**src/rtl/exp2_pipelined.sv**
```systemverilog
// exp2_pipelined: base-2 antilog, 12-bit log code {I,F} -> DOUT = 256*2^(DIN/256), 3-stage valid/ready pipe.
// Optional macro EXP2_INTERP_EN: linear interpolation between adjacent mantissa LUT entries using F[1:0].
module exp2_pipelined (
  input  logic        clk,
  input  logic        rst,
  input  logic [11:0] DIN,
  input  logic        in_valid,
  output logic        in_ready,
  output logic [23:0] DOUT,
  output logic        out_valid,
  input  logic        out_ready
);
  localparam int unsigned INT_W   = 4;
  localparam int unsigned IDX_W   = 7;
  localparam int unsigned MANT_W  = 11;
  localparam int unsigned LUT_W   = 12;
  localparam int unsigned M4_W    = 13;
  localparam int unsigned SCALE_W = 28;
  localparam int unsigned OUT_W   = 24;

  // M[k] = round(1024 * 2^(k/64)); generated table, entry 64 (default) is 2048.
  function automatic logic [LUT_W-1:0] mant(input logic [IDX_W-1:0] idx);
    case (idx)
      7'd0:  mant = 12'd1024;  7'd1:  mant = 12'd1035;  7'd2:  mant = 12'd1046;  7'd3:  mant = 12'd1058;
      7'd4:  mant = 12'd1069;  7'd5:  mant = 12'd1081;  7'd6:  mant = 12'd1093;  7'd7:  mant = 12'd1105;
      7'd8:  mant = 12'd1117;  7'd9:  mant = 12'd1129;  7'd10: mant = 12'd1141;  7'd11: mant = 12'd1154;
      7'd12: mant = 12'd1166;  7'd13: mant = 12'd1179;  7'd14: mant = 12'd1192;  7'd15: mant = 12'd1205;
      7'd16: mant = 12'd1218;  7'd17: mant = 12'd1231;  7'd18: mant = 12'd1244;  7'd19: mant = 12'd1258;
      7'd20: mant = 12'd1272;  7'd21: mant = 12'd1286;  7'd22: mant = 12'd1300;  7'd23: mant = 12'd1314;
      7'd24: mant = 12'd1328;  7'd25: mant = 12'd1342;  7'd26: mant = 12'd1357;  7'd27: mant = 12'd1372;
      7'd28: mant = 12'd1387;  7'd29: mant = 12'd1402;  7'd30: mant = 12'd1417;  7'd31: mant = 12'd1433;
      7'd32: mant = 12'd1448;  7'd33: mant = 12'd1464;  7'd34: mant = 12'd1480;  7'd35: mant = 12'd1496;
      7'd36: mant = 12'd1512;  7'd37: mant = 12'd1529;  7'd38: mant = 12'd1545;  7'd39: mant = 12'd1562;
      7'd40: mant = 12'd1579;  7'd41: mant = 12'd1596;  7'd42: mant = 12'd1614;  7'd43: mant = 12'd1631;
      7'd44: mant = 12'd1649;  7'd45: mant = 12'd1667;  7'd46: mant = 12'd1685;  7'd47: mant = 12'd1704;
      7'd48: mant = 12'd1722;  7'd49: mant = 12'd1741;  7'd50: mant = 12'd1760;  7'd51: mant = 12'd1779;
      7'd52: mant = 12'd1798;  7'd53: mant = 12'd1818;  7'd54: mant = 12'd1838;  7'd55: mant = 12'd1858;
      7'd56: mant = 12'd1878;  7'd57: mant = 12'd1898;  7'd58: mant = 12'd1919;  7'd59: mant = 12'd1940;
      7'd60: mant = 12'd1961;  7'd61: mant = 12'd1983;  7'd62: mant = 12'd2004;  7'd63: mant = 12'd2026;
      default: mant = 12'd2048;
    endcase
  endfunction

  logic              v1, v2;
  logic              adv1, adv2, adv3;
  logic [INT_W-1:0]  i1, i2;
  logic [MANT_W-1:0] a1;
  logic [M4_W-1:0]   m4_c, m4_2;

  // Each stage moves when empty or when the stage after it moves.
  assign adv3     = !out_valid || out_ready;
  assign adv2     = !v2 || adv3;
  assign adv1     = !v1 || adv2;
  assign in_ready = adv1;

  always_ff @(posedge clk or posedge rst) begin
    if (rst) begin
      v1 <= 1'b0;
      i1 <= '0;
      a1 <= '0;
    end else if (adv1) begin
      v1 <= in_valid;
      if (in_valid) begin
        i1 <= DIN[11:8];
        a1 <= MANT_W'(mant({1'b0, DIN[7:2]}));
      end
    end
  end

`ifdef EXP2_INTERP_EN
  logic [LUT_W-1:0] b1;
  logic [1:0]       f21;
  logic [LUT_W-1:0] diff_c;
  logic [M4_W-1:0]  step_c;

  always_ff @(posedge clk or posedge rst) begin
    if (rst) begin
      b1  <= '0;
      f21 <= '0;
    end else if (adv1 && in_valid) begin
      b1  <= mant({1'b0, DIN[7:2]} + 7'd1);
      f21 <= DIN[1:0];
    end
  end

  // B >= A always, so the slope is non-negative and at most 22.
  always_comb begin
    diff_c = b1 - {1'b0, a1};
    step_c = M4_W'(diff_c) * M4_W'(f21);
    m4_c   = {a1, 2'b00} + step_c;
  end
`else
  logic unused_f2;
  assign unused_f2 = ^DIN[1:0];

  always_comb begin
    m4_c = {a1, 2'b00};
  end
`endif

  always_ff @(posedge clk or posedge rst) begin
    if (rst) begin
      v2   <= 1'b0;
      i2   <= '0;
      m4_2 <= '0;
    end else if (adv2) begin
      v2 <= v1;
      if (v1) begin
        i2   <= i1;
        m4_2 <= m4_c;
      end
    end
  end

  // Scale by 2^I and drop the 4 extra fraction bits of M4.
  always_ff @(posedge clk or posedge rst) begin
    if (rst) begin
      out_valid <= 1'b0;
      DOUT      <= '0;
    end else if (adv3) begin
      out_valid <= v2;
      if (v2) DOUT <= OUT_W'((SCALE_W'(m4_2) << i2) >> 4);
    end
  end
endmodule

```
**config.mk**
```make
export PLATFORM = sky130hd
export DESIGN_NAME = exp2_pipelined
export DESIGN_NICKNAME = d
export VERILOG_FILES = /design/src/rtl/exp2_pipelined.sv
export SDC_FILE = /design/constraint.sdc
export NUM_CORES = 1
export LEC_CHECK = 0
export BUFFER_PORTS_ARGS = -buffer_cell sky130_fd_sc_hd__buf_4
export CAP_MARGIN = 15
export CORE_MARGIN = 4
export CORE_UTILIZATION = 59
export CTS_CLUSTER_DIAMETER = 60
export DETAILED_ROUTE_END_ITERATION = 8
export PLACE_DENSITY = 0.8
export SYNTH_ARGS = -nofsm -noshare
export SYNTH_HDL_FRONTEND = slang
export SYNTH_SLANG_ARGS = --single-unit
```
**constraint.sdc**
```tcl
create_clock -name clk -period 2.1 [get_ports clk]
set_input_delay 0 -clock clk [delete_from_list [all_inputs] [get_ports clk]]
set_output_delay 0 -clock clk [all_outputs]
set_load 0.005 [all_outputs]
```
==> results of run 1 <==
[path summary, 6_finish.rpt]
| kind | startpoint | slack (ns) | cells past startpoint | end |
|---|---|---|---|---|
| worst max-delay path | i2[0] | 0.37 | 4 | DOUT[7] |
| worst min-delay path | DIN[7] | 0.07 | 3 | a1[9] |
| worst max register to register | i2[0] | 0.37 | 4 | DOUT[7] |
| worst min register to register | a1[10] | 0.46 | 1 | a1[10] |
| max in group asynchronous | rst | 1.59 | 4 | i1[2] |
| min in group asynchronous | rst | 0.25 | 4 | DOUT[18] |
[kinds of logic (layout without fill, tap and decap cells)]
| family | after synthesis | count (layout) |
|---|---|---|
| simple gates | 133 | 133 |
| compound gates | 91 | 91 |
| flops | 57 | 57 |
| mux | 53 | 53 |
| buf+inv | 44 | 88 |
| fa+ha+maj | 13 | 13 |
| xor+xnor | 1 | 1 |
[cells in the final DEF, fill, tap and decap left out, drive strengths merged, types with 4 or more instances in the layout]
cell type    count
a31oi            4
nor2            19
inv             14
nand2           49
nor2b            6
a21oi           12
nand2b          16
nor3             6
nand3           12
clkbuf          11
nand3b           4
buf             50
o31ai            4
o21ai           25
dlygate4sd3      8
and2             4
ha              13
mux2            19
o211ai          10
mux2i           29
dfrtp           57
o221ai           4
mux4             5
[synth_stat cells (2+ instances only)]
cell | instances | area share
dfrtp_1 | 57 | 0.39
nand2_1 | 49 | 0.050
mux2i_1 | 29 | 0.078
nor2_1 | 19 | 0.019
clkbuf_1 | 16 | 0.016
mux2_2 | 16 | 0.049
nand2b_1 | 16 | 0.027
ha_1 | 13 | 0.044
o21ai_1 | 13 | 0.018
a21oi_1 | 12 | 0.016
nand3_1 | 12 | 0.016
o21ai_0 | 12 | 0.016
buf_2 | 11 | 0.015
inv_1 | 11 | 0.011
o211ai_1 | 10 | 0.020
nor2b_1 | 6 | 0.010
nor3_1 | 6 | 0.0081
mux4_2 | 5 | 0.030
a31oi_1 | 4 | 0.0068
and2_1 | 4 | 0.0068
nand3b_1 | 4 | 0.0081
o221ai_1 | 4 | 0.0095
o31ai_1 | 4 | 0.0081
a221o_1 | 3 | 0.0081
and3_1 | 3 | 0.0051
inv_2 | 3 | 0.0030
nor3b_1 | 3 | 0.0061
o2111ai_1 | 3 | 0.0071
a211o_1 | 2 | 0.0047
a211oi_1 | 2 | 0.0041
a22o_1 | 2 | 0.0047
a311oi_1 | 2 | 0.0047
buf_4 | 2 | 0.0041
mux2_1 | 2 | 0.0061
nor4_1 | 2 | 0.0034
o21a_1 | 2 | 0.0041
o41ai_1 | 2 | 0.0047
or4_1 | 2 | 0.0041
[where the power goes]
part           leakage [nW]  total (mW)  internal (mW)  switching [mW]
registers             0.697        1.63           1.40           0.231
clock network         0.115        1.16          0.728           0.437
logic                  1.14        1.58          0.783           0.796
[registers in the layout, summed over array words and instances (netlist names)]
name	flops
i1	4
i2	4
a1	11
out_valid	1
v2	1
DOUT	24
v1	1
m4_2	11
[metal layers]
metal / vias up / part of all wire
met5: - / 0
met4: 0 / 0.026
met3: 27 / 0.056
met2: 123 / 0.50
met1: 1501 / 0.41
li1: 1499 / -
[worst reg2reg max path, cell delays in order, from the launching register on]
cell and delay (ns):
dfrtp_1 0.38, buf_4 0.28, mux4_2 0.34, mux2_2 0.30, a221o_1 0.32
[stage by stage]
stage,power [mW],instances,cell area [um2]
after global routing,4.640,511,4352
after floorplan,2.611,392,3699
after global placement,3.159,487,4043
after CTS,4.390,511,4352
after detailed placement,3.214,487,4043
final,4.376,511,4352
[area by class of cell]
type                    count  area (um2)
repair buffers             58       467.9
fillers                   431        1639
clock buffers              11       151.4
flip-flops and latches     57        1426
inverters                  14       52.55
well taps                  75       93.84
clock inverters             5       77.57
multi-input cells         291        2082
==> flow_summary.yaml, run 1 <==
global_routing:
  grt_pass1_wl_um: 14750
  grt_util_met1: 0.2976
  grt_pass1_vias: 3090
  grt.busiest_layer: "met2"
  use_met3: 0.03217
  antenna_found_initial: 0
  grt.total_usage: 0.2436
  grt_overflow: 0
  met2_usage: 0.4155
  grt_max_degree: 58
power:
  powerDensity_mw_per_mm2: 1006
  ir_worst_vdd_v: 0.0007368
  cellLeakagePower_nw: 1.951
clock_network:
  clock_path_buffers: 2
  cts-root-buf: "clkbuf_8"
  cts_tree: "built"
  cts_buffers: 9
  clk_latency_ns: 0.34
  h-tree-depth: 3
  path_clk_slew_ns: 0.07
  cts.repair.resized: 0
  cts_setup_buffers: 0
  ctsHoldBuffers: 8
  cts.sinks: 57
die:
  boundaryPins: 42
  core-area_mm2: 0.005991
  placementRows: 28
  die_x_um: 87.18
  start_util: 0.6174
  die-area_mm2: 0.007599
  die_h_um: 87.18
min_path:
  hold_path.class: "in2reg"
layout:
  syn2layout_area_growth_pct: 17.66
  drive_above_1_share: 0.2133
  postLayoutCoreUtil: 0.7264
  fin_nets: 460
  antennaDiodeCount: 0
worst_setup_path:
  worstSetupPathType: "reg2reg"
  path_max_fanout: 19
  path_delay_family: "multiplexers"
  path_buf_inv: 1
  critPathCaptureType: "register"
  worst_setup_path_start_kind: "register"
  worstPathCellList: "buf_4 -> mux4_2 -> mux2_2 -> a221o_1"
  worstPathRequired_ns: 2.32
  cpPeakStageDelay_ns: 0.38
  cp.arrival_ns: 1.96
  crit_path_top_delay_cell: "dfrtp_1"
sta:
  maxSlewViolCount: 0
  worst_pin_slew_ns: 0.6407
  skew_ns: 0.007200
  min_period_over_period: 0.8257
  fin_crit_ns: 1.734
  fmax_ghz: 0.5767
  hold_violations: 0
  fin_tns_setup_ns: 0
  fin_ws_ns: 0.3661
  timing.hold.ws_ns: 0.07392
  rsz0062_at_grt: "false"
  max_slew_margin: 0.5729
  setup_viol_count_final: 0
placement:
  dp_hpwl_um: 6043
  pre_cts_ws_ns: 0.1678
  io_buffers: 39
  globalplace.congestion: 0.9063
logic_synthesis:
  synthesis.nets: 421
  synth_area_mm2: 0.003699
  yosys.cell_types.count: 62
  synth_top_family_by_area: "simple AND/OR/NAND/NOR gates"
  ys_seq_elements: 57
  async_flop_share: 1.000
  synth_xor_area_frac: 0.002368
  synth_fa_ha_area_frac: 0.04398
  avgSynthCellArea_um2: 9.435
  synth-seq-area-share: 0.3857
  synth_mux_area_frac: 0.1678
  syn_inst: 392
  yosysWarnings: 0
  yosys.area_share.simple: 0.1786
  synth_top_flop_cell: "dfrtp_1"
  synth_edf_count: 0
  synth_compound_area_frac: 0.1702
status:
  status: "complete, no violations"
detailed_routing:
  drtIter0Drc: 311
  routed_wl_um: 8579
  vias: 3150
  drt.antenna.violating_nets: 0
  viasPerCell: 6.164
  wl_per_cell_um: 16.79
  dr.pass1.iters: 5
  drc_errors: 0
run:
  max_cap_violations: 0
Power figures use the tool's default switching activity.
==> run 2: changes to the inputs <==
--- a/config.mk
+++ b/config.mk
@@ -8,10 +8,10 @@
 export BUFFER_PORTS_ARGS = -buffer_cell sky130_fd_sc_hd__buf_4
 export CAP_MARGIN = 15
 export CORE_MARGIN = 4
-export CORE_UTILIZATION = 59
+export CORE_UTILIZATION = 53
 export CTS_CLUSTER_DIAMETER = 60
 export DETAILED_ROUTE_END_ITERATION = 8
-export PLACE_DENSITY = 0.8
+export PLACE_DENSITY = 0.76
 export SYNTH_ARGS = -nofsm -noshare
 export SYNTH_HDL_FRONTEND = slang
 export SYNTH_SLANG_ARGS = --single-unit
==> constraint.sdc (replaced) <==
create_clock -name clk -period 1.39 [get_ports clk]
set_input_delay 0 -clock clk [delete_from_list [all_inputs] [get_ports clk]]
set_output_delay 0 -clock clk [all_outputs]
set_load 0.005 [all_outputs]
==> flow_summary.yaml, run 2 (synthesis results as in run 1) <==
status:
  status: "finished with violations"
  violations: "negative setup slack"
power:
  p_sw_mw: 2.734
  powerDensity_mw_per_mm2: 1446
  switching_share: 0.3683
  totalPowerFinal_mw: 7.423
  cellLeakagePower_nw: 2.305
  ir_worst_vdd_v: 0.0005492
  power_frac_comb: 0.487
  power_frac_seq: 0.333
  p_int_mw: 4.689
  p_clk_frac: 0.179
clock_network:
  cts_buffers: 9
  cts_tree: "built"
  cts-root-buf: "clkbuf_8"
  cts.sinks: 57
  h-tree-depth: 3
  clk_latency_ns: 0.34
  path_clk_slew_ns: 0.07
  clock_path_buffers: 2
detailed_routing:
  viasPerCell: 6.052
  dr.pass1.iters: 5
  drt.antenna.violating_nets: 0
  drtIter0Drc: 206
  drc_errors: 0
  routed_wl_um: 11150
  vias: 3619
  wl_per_cell_um: 18.64
placement:
  io_buffers: 39
  dpl-instance-area_mm2: 0.004587
  dp_hpwl_um: 7278
  globalplace.congestion: 0.9281
  dp.cells: 567
global_routing:
  grt_max_degree: 28
  grt_pass1_wl_um: 17280
  grt_pass1_vias: 3558
  grt.total_usage: 0.2602
  grt_overflow: 0
  antenna_found_initial: 0
sta:
  rsz0062_at_grt: "true"
  fin_ws_ns: -0.2498
  maxSlewViolCount: 0
  max_slew_margin: 0.7133
  skew_ns: 0.009355
  fin_tns_setup_ns: -2.874
  hold_violations: 0
  fmax_ghz: 0.6098
  fin_crit_ns: 1.640
  min_period_over_period: 1.180
  worst_pin_slew_ns: 0.4292
  setup_viol_count_final: 22
layout:
  antennaDiodeCount: 0
  fin_area_mm2: 0.005132
  fin_nets: 527
  final_cell_mix: "buf_4, dfrtp_1, nand2_1"
  largest-register: "DOUT"
  nFillCells: 474
  drive_above_1_share: 0.3845
  largest_register_ffs: 24
  multiInputGateArea_mm2: 0.002286
  stdcell_count: 598
  postLayoutCoreUtil: 0.7554
  mostFrequentLayoutCell: "buf_4"
  syn2layout_area_growth_pct: 38.77
  top_regs: "DOUT x24, a1 x11, m4_2 x11"
  seq_area_mm2: 0.001428
worst_setup_path:
  reg2regPathDepth: 4
  cp.arrival_ns: 1.86
  path_max_fanout: 4
  r2r_end: "DOUT[7]"
  reg2reg_slack_ns: -0.25
  critPathCaptureType: "register"
  worstSetupPathType: "reg2reg"
  worst_setup_path_start_kind: "register"
  r2r-start: "i2[1]"
  worstPathRequired_ns: 1.61
min_path:
  holdPathStages: 3
  min_to: "a1[8]"
  min_from: "DIN[6]"
  hold_path.class: "in2reg"
run:
  max_cap_violations: 0
die:
  placementRows: 30
  start_util: 0.5444
  die_x_um: 91.54
  core-area_mm2: 0.006794
  boundaryPins: 42
  die_h_um: 91.54
  die-area_mm2: 0.008379
==> run 2: cell types whose count changed in the layout (fill, tap and decap cells not counted), moves of 3 or more <==
cell | previous run | this run
nand2_2 | 0 | 3
mux2i_1 | 29 | 15
clkinvlp_4 | 1 | 4
nand2_1 | 49 | 45
buf_6 | 0 | 9
inv_1 | 10 | 7
buf_12 | 1 | 5
buf_4 | 49 | 101
mux2i_2 | 0 | 8
mux2i_4 | 0 | 6
==> run 2: worst max-delay path by stage <==
stage                 from       to  slack, ns  cells past startpoint
floorplan           DIN[2]    a1[6]      -0.21                      7
global route         i2[1]  DOUT[8]      -0.31                      6
finish               i2[1]  DOUT[7]      -0.25                      4
global placement    DIN[2]    a1[6]      -0.24                      6
CTS                  i2[0]  DOUT[7]      -0.23                      3
detailed placement  DIN[2]    a1[6]      -0.29                      6
==> run 2: area by class of cell <==
cell class                      instances  area share
Multi-Input combinational cell        292      0.4454
Sequential cell                        57      0.2782
Timing Repair Buffer                  124      0.2065
Clock buffer                           10     0.02682
Tap cell                               96     0.02340
Inverter                               14     0.01341
Clock inverter                          5    0.006338
==> run 2: through the flow <==
step,setup slack (ns),hold slack (ns)
after global routing,-0.3091,0.05752
after detailed placement,-0.2857,0.03948
after floorplan,-0.2134,0.08685
after CTS,-0.2275,0.04181
final,-0.2498,0.04755
after global placement,-0.2392,0.03180
==> run 2: critical path: stages (launching register included) <==
cell,delay (ns)
dfrtp_2,0.45
buf_4,0.16
mux4_2,0.32
mux2_4,0.30
a221o_1,0.29
==> run 2: power groups by stage <==
stage	clock network (mW)	registers, mW	logic [mW]
final	1.33	2.48	3.62
after global placement	0	2.43	2.85
after CTS	1.35	2.44	3.29
after floorplan	0	2.42	1.60
after detailed placement	0	2.45	2.92
after global routing	1.45	2.52	3.83
==> run 2: what timing repair did <==
item,4_1_cts,5_1_grt
gates cloned,1,3
gates resized for setup,33,20
hold endpoints to repair,32,0
setup endpoints to repair,31,32
pin swaps,3,8
setup buffers,2,3
hold buffers,7,0
==> run 2: routing by layer <==
layer / vias up / routed length, um / GRT usage / share of wire
li1: 1643 / - / - / -
met1: 1749 / 4089 / 0.2880 / 0.37
met2: 172 / 5838 / 0.4571 / 0.52
met3: 55 / 583 / 0.05220 / 0.052
met4: 0 / 635 / 0.1545 / 0.057
met5: - / 0 / 0 / 0
==> run 3: changes to the inputs <==
==> constraint.sdc (replaced) <==
create_clock -name clk -period 1.39 [get_ports clk]
set_input_delay 0.0695 -clock clk [delete_from_list [all_inputs] [get_ports clk]]
set_output_delay 0.0695 -clock clk [all_outputs]
set_load 0.005 [all_outputs]
==> flow_summary.yaml, run 3 (synthesis results as in run 1) <==
clock_network:
  cts_tree: "built"
  clk_latency_ns: 0.35
  cts_buffers: 9
  cts-root-buf: "clkbuf_8"
  clock_path_buffers: 2
  cts.sinks: 57
  h-tree-depth: 3
  path_clk_slew_ns: 0.07
sta:
  fin_ws_ns: -0.3976
  setup_viol_count_final: 23
  min_period_over_period: 1.286
  max_slew_margin: 0.6961
  fin_crit_ns: 1.788
  timing.hold.ws_ns: 0.03356
  skew_ns: 0.01697
  rsz0062_at_grt: "true"
  fin_tns_setup_ns: -4.932
  worst_pin_slew_ns: 0.4549
  fmax_ghz: 0.5594
  hold_violations: 0
  maxSlewViolCount: 0
global_routing:
  grt_pass1_vias: 3728
  grt_pass1_wl_um: 18330
  grt_overflow: 0
  grt.total_usage: 0.2784
  antenna_found_initial: 0
  grt_max_degree: 25
worst_setup_path:
  path_max_fanout: 3
  critPathCapture: "DOUT[11]"
  critPathLaunch: "i2[0]"
  reg2regPathDepth: 5
  r2r_end: "DOUT[11]"
  reg2reg_slack_ns: -0.40
  cp.arrival_ns: 1.99
  r2r-start: "i2[0]"
  worst_setup_path_start_kind: "register"
  worstPathRequired_ns: 1.59
  critPathCaptureType: "register"
  worstSetupPathType: "reg2reg"
layout:
  fin_area_mm2: 0.005563
  largest_register_ffs: 24
  drive_above_1_share: 0.4434
  syn2layout_area_growth_pct: 50.41
  top_regs: "DOUT x24, a1 x11, m4_2 x11"
  mostFrequentLayoutCell: "buf_4"
  largest-register: "DOUT"
  antennaDiodeCount: 0
  fin_nets: 545
  final_cell_mix: "buf_4, dfrtp_1, nand2_1"
placement:
  pre_cts_ws_ns: -0.3919
  globalplace.congestion: 0.9283
  dpl-instance-area_mm2: 0.004642
  io_buffers: 39
  dp_hpwl_um: 7335
detailed_routing:
  vias: 3843
  routed_wl_um: 12950
  dr.pass1.iters: 5
  drt.antenna.violating_nets: 0
  drc_errors: 0
  viasPerCell: 6.229
  drtIter0Drc: 194
  wl_per_cell_um: 21.00
die:
  placementRows: 30
  die-area_mm2: 0.008379
  boundaryPins: 42
  start_util: 0.5444
  die_h_um: 91.54
  core-area_mm2: 0.006794
  die_x_um: 91.54
power:
  powerDensity_mw_per_mm2: 1612
  cellLeakagePower_nw: 2.478
  ir_worst_vdd_v: 0.0006010
run:
  max_cap_violations: 0
status:
  violations: "negative setup slack"
  status: "finished with violations"
min_path:
  hold_path.class: "in2reg"
==> run 3: stage by stage <==
stage / cells / utilization / total power [mW]
floorplan: 392 / - / 4.027
global placement: 575 / 0.6832 / 5.349
detailed placement: 575 / 0.6832 / 5.447
CTS: 611 / 0.7853 / 8.131
global route: 617 / 0.8188 / 9.336
finish: 617 / 0.8188 / 8.965
==> run 3: worst min-delay path by stage <==
| stage | startpoint | to | slack [ns] | cells past startpoint |
|---|---|---|---|---|
| 2_1_floorplan | rst | DOUT[0] | 0.16 | 1 |
| 3_3_place_gp | rst | v2 | 0.11 | 2 |
| 3_5_place_dp | rst | v2 | 0.11 | 2 |
| 4_1_cts | out_ready | v2 | 0.01 | 3 |
| 5_1_grt | out_ready | v2 | 0.06 | 3 |
| 6_report | out_ready | v2 | 0.03 | 3 |
==> run 3: timing repair <==
action                                 4_1_cts  5_1_grt
endpoints found under the hold margin       22        0
buffers inserted                            13        7
pin swaps                                   13       13
resized for setup                           57       39
hold buffers                                 6        0
setup endpoints to repair                   29       28
cloned                                       2        0
==> run 3: power breakdown <==
group	switching, mW	internal [mW]	leakage [nW]	total (mW)
combinational	2.18	2.40	1.66	4.58
clock	0.691	1.19	0.118	1.88
sequential	0.385	2.12	0.696	2.50
==> run 3: worst max-delay path: stages (launching register included) <==
cell and delay, ns:
dfrtp_1 0.42, mux4_2 0.58, buf_4 0.17, a22oi_2 0.22, and3_1 0.20, nor3_1 0.05
==> run 3: cell type report <==
cell class                 count  area [um2]
clock buffer                  11       131.4
timing repair buffer         143        1254
inverter                      14       68.82
sequential                    57        1428
multi-input combinational    291        2457
clock inverter                 5       103.9
tap                           96       120.1
fill                         362        1231
==> run 3: layer usage <==
metal	vias to the layer above	GRT usage	routed length, um
met5	-	0	0
met4	0	0.1621	813
li1	1690	-	-
met2	225	0.4912	6531
met1	1852	0.3150	4824
met3	76	0.04474	784
